===== src/rtl/riscv_step_ctrl.sv =====
// riscv_step_ctrl: debounced step button driving a multi-cycle FETCH/DECODE/READ/EXEC/WB sequencer
// Optional feature macro: RISCV_AUTORUN_EN (step button toggles a free-running mode)
// Ports:
//   clk, rst            clock, asynchronous active-low reset
//   btn                 raw asynchronous step button, active-high
//   mem_ready           instruction memory has fetched inst
//   result_ready        ALU result valid
//   mem_start           pulse: begin fetch at current pc
//   decode_start        pulse: latch/decode inst
//   read_en             pulse: register-file read of rs1/rs2
//   alu_start           pulse: launch ALU op
//   wb_en, pc_en        coincident pulses: write back rd, advance pc
//   busy                high in every state except IDLE and FAULT
//   fault               high while in FAULT
//   step_count          retired-instruction counter, wraps at 16 bits
module riscv_step_ctrl #(
  parameter int DEBOUNCE_CYCLES = 50000,
  parameter int TIMEOUT_CYCLES  = 255
) (
  input  logic        clk,
  input  logic        rst,
  input  logic        btn,
  input  logic        mem_ready,
  input  logic        result_ready,
  output logic        mem_start,
  output logic        decode_start,
  output logic        read_en,
  output logic        alu_start,
  output logic        wb_en,
  output logic        pc_en,
  output logic        busy,
  output logic        fault,
  output logic [15:0] step_count
);
  localparam int DW = $clog2(DEBOUNCE_CYCLES + 1);
  localparam logic [DW-1:0] DB_LAST = DW'(DEBOUNCE_CYCLES - 1);
  localparam logic [7:0] TO_LAST = 8'(TIMEOUT_CYCLES - 1);
  // FETCH is split so mem_start is a clean entry-cycle pulse and mem_ready is only sampled afterwards
  typedef enum logic [3:0] {IDLE, FETCH, FETCH_WAIT, DECODE, READ, EXEC, WAIT_ALU, WB, FAULT} state_t;
  state_t state, state_nx;
  logic sync0, sync1, deb, step, run;
  logic [DW-1:0] deb_cnt;
  logic [7:0] wait_cnt;
  logic deb_hit, waiting, timeout;
  // the debounced level flips on the last of DEBOUNCE_CYCLES consecutive mismatching cycles
  assign deb_hit = (sync1 != deb) && (deb_cnt == DB_LAST);
  assign waiting = state == FETCH_WAIT || state == WAIT_ALU;
  assign timeout = wait_cnt == TO_LAST;
  always_ff @(posedge clk or negedge rst)
    if (!rst) begin
      sync0      <= 1'b0;
      sync1      <= 1'b0;
      deb        <= 1'b0;
      deb_cnt    <= '0;
      step       <= 1'b0;
      state      <= IDLE;
      wait_cnt   <= 8'd0;
      step_count <= 16'd0;
    end else begin
      sync0      <= btn;
      sync1      <= sync0;
      deb_cnt    <= (sync1 != deb && !deb_hit) ? deb_cnt + 1'b1 : '0;
      deb        <= deb_hit ? sync1 : deb;
      step       <= deb_hit && sync1;
      state      <= state_nx;
      wait_cnt   <= waiting ? wait_cnt + 8'd1 : 8'd0;
      step_count <= step_count + {15'd0, state == WB};
    end
`ifdef RISCV_AUTORUN_EN
  always_ff @(posedge clk or negedge rst)
    if (!rst) run <= 1'b0;
    else run <= run ^ step;
`else
  assign run = 1'b0;
`endif
  // a ready on the timeout cycle is checked first, so it wins over the fault
  always_comb begin
    state_nx = state;
    case (state)
      IDLE:       state_nx = step ? FETCH : IDLE;
      FETCH:      state_nx = FETCH_WAIT;
      FETCH_WAIT: state_nx = mem_ready ? DECODE : timeout ? FAULT : FETCH_WAIT;
      DECODE:     state_nx = READ;
      READ:       state_nx = EXEC;
      EXEC:       state_nx = WAIT_ALU;
      WAIT_ALU:   state_nx = result_ready ? WB : timeout ? FAULT : WAIT_ALU;
      WB:         state_nx = run ? FETCH : IDLE;
      FAULT:      state_nx = step ? IDLE : FAULT;
      default:    state_nx = IDLE;
    endcase
  end
  assign mem_start    = state == FETCH;
  assign decode_start = state == DECODE;
  assign read_en      = state == READ;
  assign alu_start    = state == EXEC;
  assign wb_en        = state == WB;
  assign pc_en        = state == WB;
  assign fault        = state == FAULT;
  assign busy         = state != IDLE && state != FAULT;
endmodule


===== config.mk =====
export PLATFORM = sky130hd
export DESIGN_NAME = riscv_step_ctrl
export DESIGN_NICKNAME = d
export VERILOG_FILES = /design/src/rtl/riscv_step_ctrl.sv
export SDC_FILE = /design/constraint.sdc
export NUM_CORES = 1
export LEC_CHECK = 0
export ABC_CLOCK_PERIOD_IN_PS = 3700
export CORE_AREA = 2 2 101 103
export CTS_CLUSTER_SIZE = 8
export DETAILED_ROUTE_END_ITERATION = 12
export DIE_AREA = 0 0 103 105
export HOLD_SLACK_MARGIN = 0.02
export PLACE_DENSITY = 0.43
export SYNTH_ARGS = -nofsm -noshare
export SYNTH_HDL_FRONTEND = slang
export SYNTH_SLANG_ARGS = --single-unit

===== constraint.sdc =====
create_clock -name clk -period 3.7 [get_ports clk]
set_clock_uncertainty 0.15 [all_clocks]
set_input_delay 0.555 -clock clk [delete_from_list [all_inputs] [get_ports clk]]
set_output_delay 0.555 -clock clk [all_outputs]
set_load 0.005 [all_outputs]

; ---- After elaboration in Yosys (flattened, before gate mapping)
; Cells that the tools add are included.
[totals]
ff_bits = 48
latch_bits = 0
mem_bits_rw = 0
romBits = 0
in_bits = 5
output_inout_bits = 24
wordCells = 40
mem_count = 0
[classes]
n_addsub = 3
mul = 0
div_mod_pow = 0
order_cmp = 0
eq_ne = 12
shifts = 0
muxes = 9
n_bitwise = 0
n_reduce_logical = 8
[ops]
columns = operator, count
row1 = 4-bit one-hot mux with 8 select lines, 1
row2 = 4-bit two-way mux, 5
row3 = 16-bit by 1-bit adder with 16-bit output, 1
row4 = 16-bit by 1-bit adder with 16-bit output (second input constant), 1
row5 = 16-bit == test (second input constant), 1
row6 = 4-bit by 3-bit == test with 1-bit output (second input constant), 4
row7 = 16-bit two-way mux, 1
row8 = 8-bit by 1-bit adder with 8-bit output (second input constant), 1
row9 = 4-bit by 2-bit == test with 1-bit output (second input constant), 2
row10 = 8-bit == test (second input constant), 1
row11 = 8-bit two-way mux, 1
row12 = 4-bit by 1-bit == test with 1-bit output (second input constant), 1
row13 = 4-bit == test (second input constant), 1
row14 = 1-bit logical AND, 4
row15 = 4-bit zero test, 1
row16 = 4-bit inequality test (second input constant), 1
row17 = 4-bit nonzero test, 1
row18 = 1-bit zero test, 1
row19 = 1-bit logical OR, 1
row20 = 1-bit two-way mux, 1
row21 = 1-bit inequality test, 1

; ---- Logic depth before layout (Yosys ltp)
; Gate-level depths: netlist of run 1.
[depth]
ltp_word = 5
mapped_depth = 8
depth_no_buf = 6

; ---- Least setup slack after synthesis of run 1
; No wires, ideal clock.
[synth_path]
path_kind = register to register
startpoint = reg state[3]
endpoint = reg step_count[10]
setup_time_ps = 123
arrival_time_ps = 1758
t_required_ps = 3427
path_slack_ps = 1669
stages_incl_launch_ff = 9
path_cell_list = dfrtp_1 clkbuf_1 nand2b_1 nor2_1 ha_1 and3_1 clkbuf_1 nand4_1 xnor2_1
[synth_between]
elab_chain_cells = 2
[synth_rtl]
columns = item, line
row1 = start: declaration, 40  ; state_t state, state_nx;
row2 = start signal: assignment, 65  ; state <= state_nx;
row3 = 4-bit by 3-bit == test with 1-bit output, --
row4 = via pc_en, 30  ; output logic pc_en,
row5 = 16-bit by 1-bit adder with 16-bit output, 67  ; step_count <= step_count + {15'd0, state == WB};
row6 = end signal: assignment, 67
row7 = end: declaration, 33  ; output logic [15:0] step_count
; The timed path passes the listed nets, and every way through them passes these cells.
; A chain may end at the register's enable or synchronous reset.

; ---- Worst setup path after layout of run 1
[layout_path]
startpoint = reg state[3]
endpoint = out wb_en
[layout_between]
elab_chain_cells = 1
[layout_rtl]
columns = item, line
row1 = 4-bit by 3-bit == test with 1-bit output, --
row2 = end: declaration, 29  ; output logic wb_en,
; No other way between the ends.

==> flow_summary.yaml, run 1 <==
outcome:
  outcome: "finished, final reports clean"
floorplanning:
  core-area_um2: 9640
  dieHeight_um: 105
  ios: 29
  die_area_um2: 10800
  rows: 36
  die_w_um: 103
  start_util_pct: 22.9
drt:
  wirelength_um: 4270
  ant_nets: 0
  wire_per_inst_um: 11.4
  wl_met2_um: 1920
  drt_first_iter_violations: 62
  first_pass_iters: 4
  wl_met1_um: 2180
  via_count: 1528
  drc: 0
  dr_wl_met3_um: 127
  top_layer: "met4"
  viasPerCell: 4.10
placement:
  gp_congestion: 0.713
  dp_cells: 365
  io_buffers: 28
  post-dp-hpwl_um: 3010
setup_path:
  cp-endpoint: "wb_en"
  setup.worst_path.end_class: "primary output"
  crit_arrival_ns: 1.86
  rrSetupSlack_ns: 1.50
  rr_worst_depth: 6
  worst_ep_required_time_ns: 2.99
  path_max_fanout: 9
  crit_start: "state[3]$_DFF_PN0_"
  slowest_delay_ns: 0.57
  crit_path_start_kind: "register"
  critical_path_class: "register to primary output"
  crit_path_cell_trace: "nand2b_1 -> nor2_1 -> clkdlybuf4s50_1"
  r2r_end: "step_count[15]$_DFF_PN0_"
  rr_startpoint: "state[3]$_DFF_PN0_"
  cp_slowest_cell: "clkdlybuf4s50_1"
run:
  drv_cap: 0
clock_network:
  numCtsBuffers: 5
  clk-insertion-delay-late_ns: 0.30
  cts_tree: "yes"
  root_buffer: "clkbuf_8"
  post_cts_resized: 0
  htree_levels: 2
  clkTransAtPathRegs_ns: 0.10
  clockBufferDepth: 2
  hold_buffers: 0
  clkSinkCount: 48
  cts_setup_buffers: 0
timing:
  period_share_pct: 69.3
  fin_crit_ns: 2.56
  rsz0062_at_grt: "no"
  slew_violations: 0
  worst_pin_slew_ns: 0.836
  fin_setup_tns_ns: 0
  fin_hold_ws_ns: 0.165
  hold_viol: 0
  slew-limit-headroom_pct: 44.1
  setup_viol: 0
  fmax_ghz: 0.390
logic_synthesis:
  synth_nets: 219
  syn-cell-area_um2: 2200
  ys_seq_elements: 48
  synth_largest_area_cell: "dfrtp_1"
  yosysWarnings: 0
  yosysUniqueCellTypes: 30
  ys_seq_area_share_pct: 54.5
  synth_cells: 209
  postSynthAreaPerCell_um2: 10.5
  synth_area_leaders: "dfrtp_1, xnor2_1, nor2_1"
  netlist.area_leader.share_pct: 54.5
pwr:
  cellPowerDensity_nw_per_um2: 341
  power.leakage_nw: 1.15
  ir_worst_vdd_mv: 0.208
global_route:
  grt_pass1_wl_um: 7530
  grt-ovfl-total: 0
  track_usage_pct: 8.71
  antenna_found_initial: 0
  grt_pass1_vias: 1583
  grt_start_max_net_pins: 33
finish:
  final_cells: 373
  area_growth_pct: 24.2
  final_nets: 249
  n_antenna_cell: 0
  final_layout_size_suffix_gt1_share_pct: 5.83
min_path:
  holdCritPathClass: "input port to async pin"
## through the flow
stage	util, %	cell area [µm²]	power [mW]	setup WS (ns)
2_1_floorplan	-	2200	0.549	1.67
3_3_place_gp	27.2	2630	0.567	1.49
3_5_place_dp	27.2	2630	0.567	1.46
4_1_cts	28.4	2740	0.952	1.13
5_1_grt	28.4	2740	0.982	1.01
6_report	28.4	2740	0.933	1.14
## power breakdown
part | total [mW] | switching, mW | internal, mW
Sequential | 0.531 | 0.00325 | 0.528
Clock | 0.377 | 0.177 | 0.200
Combinational | 0.0241 | 0.0163 | 0.00780
Total | 0.933 | 0.197 | 0.736
## cell families after synthesis
kind of cell / synth area share, %
adder cells (fa/ha/maj): 2.84
XOR/XNOR: 14.3
AND/OR/NAND/NOR: 21.6
multiplexers: 1.13
buffers and inverters: 2.61
flip-flops: 54.5
AO/OA/AOI/OAI: 3.06
## cell type report
class,count,area (µm²)
clock buffers,5,68.8
clock inverters,3,42.5
fillers,1040,6900
inverters,8,30.0
multi-input cells,147,946
flip-flops and latches,48,1200
well taps,133,166
repair buffers,29,283
## worst min-delay path by stage
stage,cells past startpoint,to,slack [ns]
finish,1,step_count[0]$_DFF_PN0_,0.16
global route,1,step_count[10]$_DFF_PN0_,0.22
CTS,1,step_count[9]$_DFF_PN0_,0.19
detailed placement,0,sync1$_DFF_PN0_,0.20
global placement,0,sync1$_DFF_PN0_,0.20
floorplan,0,deb$_DFFE_PN0P_,0.11
## registers in the layout, indices dropped and copies added (netlist names)
name        flops
state           4
step_count     16
wait_cnt        8
sync0           1
sync1           1
deb_cnt        16
step            1
deb             1
## synth_stat cells
cell and count:
a2111oi_0 1, a21oi_1 2, and3_1 5, and4_1 1
buf_2 1, buf_4 1, clkbuf_1 4, dfrtp_1 48
ha_1 5, inv_1 8, mux2_4 1, mux2i_1 1
nand2_1 14, nand2b_1 3, nand3_1 14, nand3b_1 1
nand4_1 8, nor2_1 34, nor2b_1 1, nor3_1 8
nor3b_1 1, nor4_1 5, nor4_2 1, o211ai_1 1
o21ai_0 1, o32ai_1 1, o41ai_4 1, or4_4 1
xnor2_1 26, xor2_1 10
## worst max-delay path: cells and delay by family, from the launching register on
kind / cells / cell delay [ns]
flops: 1 / 0.47
simple gates: 2 / 0.53
buf+inv: 1 / 0.57
## layer usage
| layer | global-route usage, % | vias up |
|---|---|---|
| met3 | 2.21 | 2 |
| li1 | - | 763 |
| met2 | 12.8 | 18 |
| met1 | 12.6 | 745 |
| met4 | 2.54 | 0 |
| met5 | 0 | - |
## cell usage in the layout, fill, tap and decap left out, drive strengths merged, types with 2 or more instances in the layout
| master | count |
|---|---|
| dfrtp | 48 |
| nor2 | 34 |
| clkdlybuf4s50 | 27 |
| xnor2 | 26 |
| nand2 | 14 |
| nand3 | 14 |
| xor2 | 10 |
| nand4 | 8 |
| inv | 8 |
| nor3 | 8 |
| nor4 | 6 |
| and3 | 5 |
| ha | 5 |
| clkbuf | 5 |
| nand2b | 3 |
| a21oi | 2 |
| buf | 2 |
No activity file was read; power rests on OpenSTA's default activity.
==> run 2, diff against run 1 <==
- ABC_CLOCK_PERIOD_IN_PS: 3700 -> 2200
- PLACE_DENSITY: 0.43 -> 0.44
- clock period: 3.7 -> 2.2 ns (I/O delays scaled with it)
==> flow_summary.yaml, run 2 (synthesis gave the netlist of run 1 again) <==
outcome:
  outcome: "finished, final reports clean"
clock_network:
  clkSinkCount: 48
  cts_setup_buffers: 0
  root_buffer: "clkbuf_8"
  clockBufferDepth: 2
  htree_levels: 2
  clkTransAtPathRegs_ns: 0.08
  numCtsBuffers: 5
  clk-insertion-delay-late_ns: 0.29
  cts_tree: "yes"
finish:
  regArea_um2: 1200
  final_layout_size_suffix_gt1_share_pct: 9.35
  multi_input_area_um2: 958
  reg.largest.list: "deb_cnt: 16 flops, step_count: 16 flops, wait_cnt: 8 flops"
  n_antenna_cell: 0
  final_cell_mix: "dfrtp_1, nor2_1, xnor2_1, clkdlybuf4s50_1"
  fin_util_pct: 29.0
  final_nets: 255
  area_growth_pct: 26.8
  fill_cells: 1040
  final_cells: 379
  design_area_um2: 2800
  layout_commonest_cell: "dfrtp_1"
timing:
  fin_setup_tns_ns: 0
  slew_violations: 0
  period_share_pct: 96.4
  fmax_ghz: 0.472
  setup_viol: 0
  hold_viol: 0
  rsz0062_at_grt: "yes"
  worst_pin_slew_ns: 0.358
  slew-limit-headroom_pct: 75.5
  fin_crit_ns: 2.12
drt:
  drt_first_iter_violations: 64
  wirelength_um: 4350
  wire_per_inst_um: 11.5
  ant_nets: 0
  viasPerCell: 4.09
  drc: 0
  via_count: 1549
  first_pass_iters: 4
placement:
  io_buffers: 28
  gp_congestion: 0.729
  place_area_um2: 2680
  dp_cells: 370
  post-dp-hpwl_um: 3100
setup_path:
  critical_path_class: "register to primary output"
  rrSetupSlack_ns: 0.20
  worst_ep_required_time_ns: 1.72
  crit_start: "state[0]$_DFF_PN0_"
  crit_arrival_ns: 1.64
  crit_path_cell_trace: "nor3_2 -> nand2_1 -> inv_1 -> clkdlybuf4s50_1"
  slowest_delay_ns: 0.49
  crit_path_start_kind: "register"
  cp_slowest_cell: "clkdlybuf4s50_1"
  setup.worst_path.end_class: "primary output"
  rr_startpoint: "deb_cnt[12]$_DFF_PN0_"
  path_max_fanout: 7
floorplanning:
  die_area_um2: 10800
  start_util_pct: 22.9
  ios: 29
  dieHeight_um: 105
  die_w_um: 103
  core-area_um2: 9640
  rows: 36
min_path:
  holdCritPathClass: "register to register"
  holdCritStartpoint: "sync0$_DFF_PN0_"
global_route:
  grt_start_max_net_pins: 45
  grt-ovfl-total: 0
  grt_pass1_vias: 1599
  antenna_found_initial: 0
  track_usage_pct: 8.97
  grt_pass1_wl_um: 7690
pwr:
  power_switching_mw: 0.316
  finalPower_mw: 1.48
  cellPowerDensity_nw_per_um2: 530
  intPower_mw: 1.16
  switching_share_pct: 21.4
  ir_worst_vdd_mv: 0.204
  p_seq_share_pct: 60.4
  power.leakage_nw: 1.20
  p_clk_share_pct: 36.4
  pwr-share-comb_pct: 3.3
run:
  drv_cap: 0
==> run 2: cell types whose count changed in the layout (fill, tap and decap cells not counted), sizes merged <==
cell and change:
clkinvlp -1, dlymetal6s2s +1, buf +5, clkbuf +3, clkinv -1, bufinv -1, clkdlybuf4s50 -1, dlygate4sd3 +1
==> run 2: cell type report <==
cell class                 instances  share of cell area [%]
sequential                        48                    43.1
timing repair buffer              35                    12.4
clock buffer                       8                    3.22
multi-input combinational        147                    34.3
inverter                           8                    1.07
tap                              133                    5.95
==> run 2: metrics by stage <==
step	hold WS, ns	worst slack, ns
after floorplan	-0.116	0.169
after global placement	0.0134	0.229
after detailed placement	0.0116	0.168
after CTS	0.208	0.0320
after global routing	0.229	-0.0255
final	0.206	0.0801
==> run 2: path summary, 6_finish.rpt <==
| check | to | cells after the start |
|---|---|---|
| worst max register to register | deb$_DFFE_PN0P_ | 4 |
| worst max-delay path | fault | 4 |
| worst min register to register | sync1$_DFF_PN0_ | 0 |
| max in group asynchronous | state[0]$_DFF_PN0_ | 3 |
| min in group asynchronous | state[3]$_DFF_PN0_ | 2 |
| worst min-delay path | sync1$_DFF_PN0_ | 0 |
==> run 2: layer usage <==
metal	vias up	global-route usage [%]	part of all wire (%)
met3	4	2.21	3.5
met1	747	12.9	51
li1	772	-	-
met5	-	0	0
met2	26	12.9	44
met4	0	3.38	1.2
==> run 2: critical path: cells and delay by family, from the launching register on <==
kind	cells	cell delay, ns
buf+inv	2	0.55
flops	1	0.45
simple gates	2	0.34
==> run 2: power by group through the flow <==
stage / Combinational, mW / Clock (mW) / Sequential (mW)
3_3_place_gp: 0.0496 / 0 / 0.911
6_report: 0.0481 / 0.539 / 0.893
2_1_floorplan: 0.0134 / 0 / 0.910
4_1_cts: 0.0509 / 0.570 / 0.894
5_1_grt: 0.0552 / 0.610 / 0.895
3_5_place_dp: 0.0491 / 0 / 0.911
==> run 2: what timing repair did <==
action / in CTS / in global routing
gates resized for setup: 2 / 5
endpoints found under the setup margin: 3 / 7
hold buffers: 1 / 0
hold endpoints to repair: 48 / 0
==> run 3, diff against run 2 <==
- CELL_PAD_IN_SITES_DETAIL_PLACEMENT: not set -> 0
- CELL_PAD_IN_SITES_GLOBAL_PLACEMENT: not set -> 1
- PLACE_DENSITY: 0.44 -> 0.52
==> flow_summary.yaml, run 3 (synthesis gave the netlist of run 1 again) <==
outcome:
  outcome: "finished, final reports clean"
clock_network:
  numCtsBuffers: 5
  clk-insertion-delay-late_ns: 0.30
  clockBufferDepth: 2
  clkTransAtPathRegs_ns: 0.09
  cts_tree: "yes"
  clkSinkCount: 48
  root_buffer: "clkbuf_8"
  htree_levels: 2
finish:
  final_cell_mix: "dfrtp_1, nor2_1, xnor2_1"
  fin_util_pct: 29.8
  fill_cells: 1041
  layout_commonest_cell: "dfrtp_1"
  area_growth_pct: 30.1
  reg.largest.list: "deb_cnt: 16 flops, step_count: 16 flops, wait_cnt: 8 flops"
  final_nets: 258
  n_antenna_cell: 0
  final_layout_size_suffix_gt1_share_pct: 11.6
pwr:
  ir_worst_vdd_mv: 0.241
  cellPowerDensity_nw_per_um2: 574
  p_seq_share_pct: 54.3
  switching_share_pct: 20.7
  power_switching_mw: 0.341
  intPower_mw: 1.31
  pwr-share-comb_pct: 2.7
  power.leakage_nw: 1.26
  p_clk_share_pct: 43.0
setup_path:
  path_max_fanout: 4
  rr_worst_depth: 4
  crit_path_start_kind: "register"
  crit_arrival_ns: 1.62
  worst_ep_required_time_ns: 1.72
  critical_path_class: "register to primary output"
  setup.worst_path.end_class: "primary output"
  rrSetupSlack_ns: 0.22
global_route:
  antenna_found_initial: 0
  grt_start_max_net_pins: 49
  track_usage_pct: 9.04
  grt_pass1_vias: 1585
  grt-ovfl-total: 0
  grt_pass1_wl_um: 7720
timing:
  fmax_ghz: 0.475
  slew_violations: 0
  fin_setup_tns_ns: 0
  worst_pin_slew_ns: 0.628
  slew-limit-headroom_pct: 58.2
  hold_viol: 0
  setup_viol: 0
  fin_crit_ns: 2.10
  period_share_pct: 95.6
  rsz0062_at_grt: "no"
drt:
  wire_per_inst_um: 11.8
  viasPerCell: 4.10
  ant_nets: 0
  via_count: 1566
  drc: 0
  drt_first_iter_violations: 62
  first_pass_iters: 4
  wirelength_um: 4510
min_path:
  min_path_cells: 0
  holdCritPathClass: "register to register"
placement:
  gp_congestion: 0.688
  post-dp-hpwl_um: 3080
  io_buffers: 28
floorplanning:
  rows: 36
  dieHeight_um: 105
  die_w_um: 103
  ios: 29
  start_util_pct: 22.9
  core-area_um2: 9640
  die_area_um2: 10800
run:
  drv_cap: 0
[run 3: cell types whose count changed in the layout (fill, tap and decap cells not counted), sizes merged]
cell           previous run  this run
bufinv                    0         1
clkdlybuf4s50            26        25
clkbuf                    8         7
buf                       7        10
dlymetal6s2s              1         2
[run 3: final timing paths]
path | startpoint | to
worst max-delay path | state[3]$_DFF_PN0_ | pc_en
worst min-delay path | sync0$_DFF_PN0_ | sync1$_DFF_PN0_
worst max register to register | deb_cnt[12]$_DFF_PN0_ | deb$_DFFE_PN0P_
worst min register to register | sync0$_DFF_PN0_ | sync1$_DFF_PN0_
max in group asynchronous | rst | state[0]$_DFF_PN0_
min in group asynchronous | rst | state[2]$_DFF_PN0_
[run 3: power groups by stage]
stage / registers, mW / logic, mW / clock network [mW]
after floorplan: 0.910 / 0.0134 / 0
after global placement: 0.911 / 0.0464 / 0
after detailed placement: 0.911 / 0.0455 / 0
after CTS: 0.894 / 0.0471 / 0.734
after global routing: 0.895 / 0.0528 / 0.762
final: 0.894 / 0.0446 / 0.708
[run 3: routing by layer]
layer | part of all wire, % | global-route usage (%) | up-vias
met1 | 51 | 13.0 | 764
met3 | 3.2 | 2.41 | 8
met5 | 0 | 0 | -
met4 | 1.8 | 3.67 | 0
li1 | - | - | 776
met2 | 44 | 12.8 | 18
[run 3: final cells by class]
cell class	instances	area, µm²	area share, %
clock buffer	7	96.3	3.36
clock inverter	1	30.0	1.05
inverter	8	30.0	1.05
multi-input combinational	147	972	33.9
sequential	48	1200	42.0
tap	133	166	5.80
timing repair buffer	38	370	12.9
[run 3: repair_timing]
item | CTS | global route
buffers inserted | 0 | 3
endpoints found under the hold margin | 48 | 0
setup endpoints to repair | 3 | 6
gates resized for setup | 2 | 8
hold buffers | 1 | 0
pin swaps | 0 | 1
[run 3: worst max-delay path, cell delays in order, from the launching register on]
cell	delay, ns
dfrtp_1	0.38
nand2b_1	0.18
nor2_2	0.21
clkdlybuf4s50_1	0.55
[run 3: through the flow]
step | worst slack (ns) | area, µm² | hold slack (ns) | std cells | total power [mW]
2_1_floorplan | 0.169 | 2200 | -0.116 | 209 | 0.923
3_3_place_gp | 0.199 | 2660 | 0.190 | 370 | 0.957
3_5_place_dp | 0.158 | 2660 | 0.212 | 370 | 0.957
4_1_cts | 0.0250 | 2810 | 0.233 | 379 | 1.68
5_1_grt | 0.00457 | 2870 | 0.261 | 382 | 1.71
6_report | 0.0958 | 2870 | 0.235 | 382 | 1.65
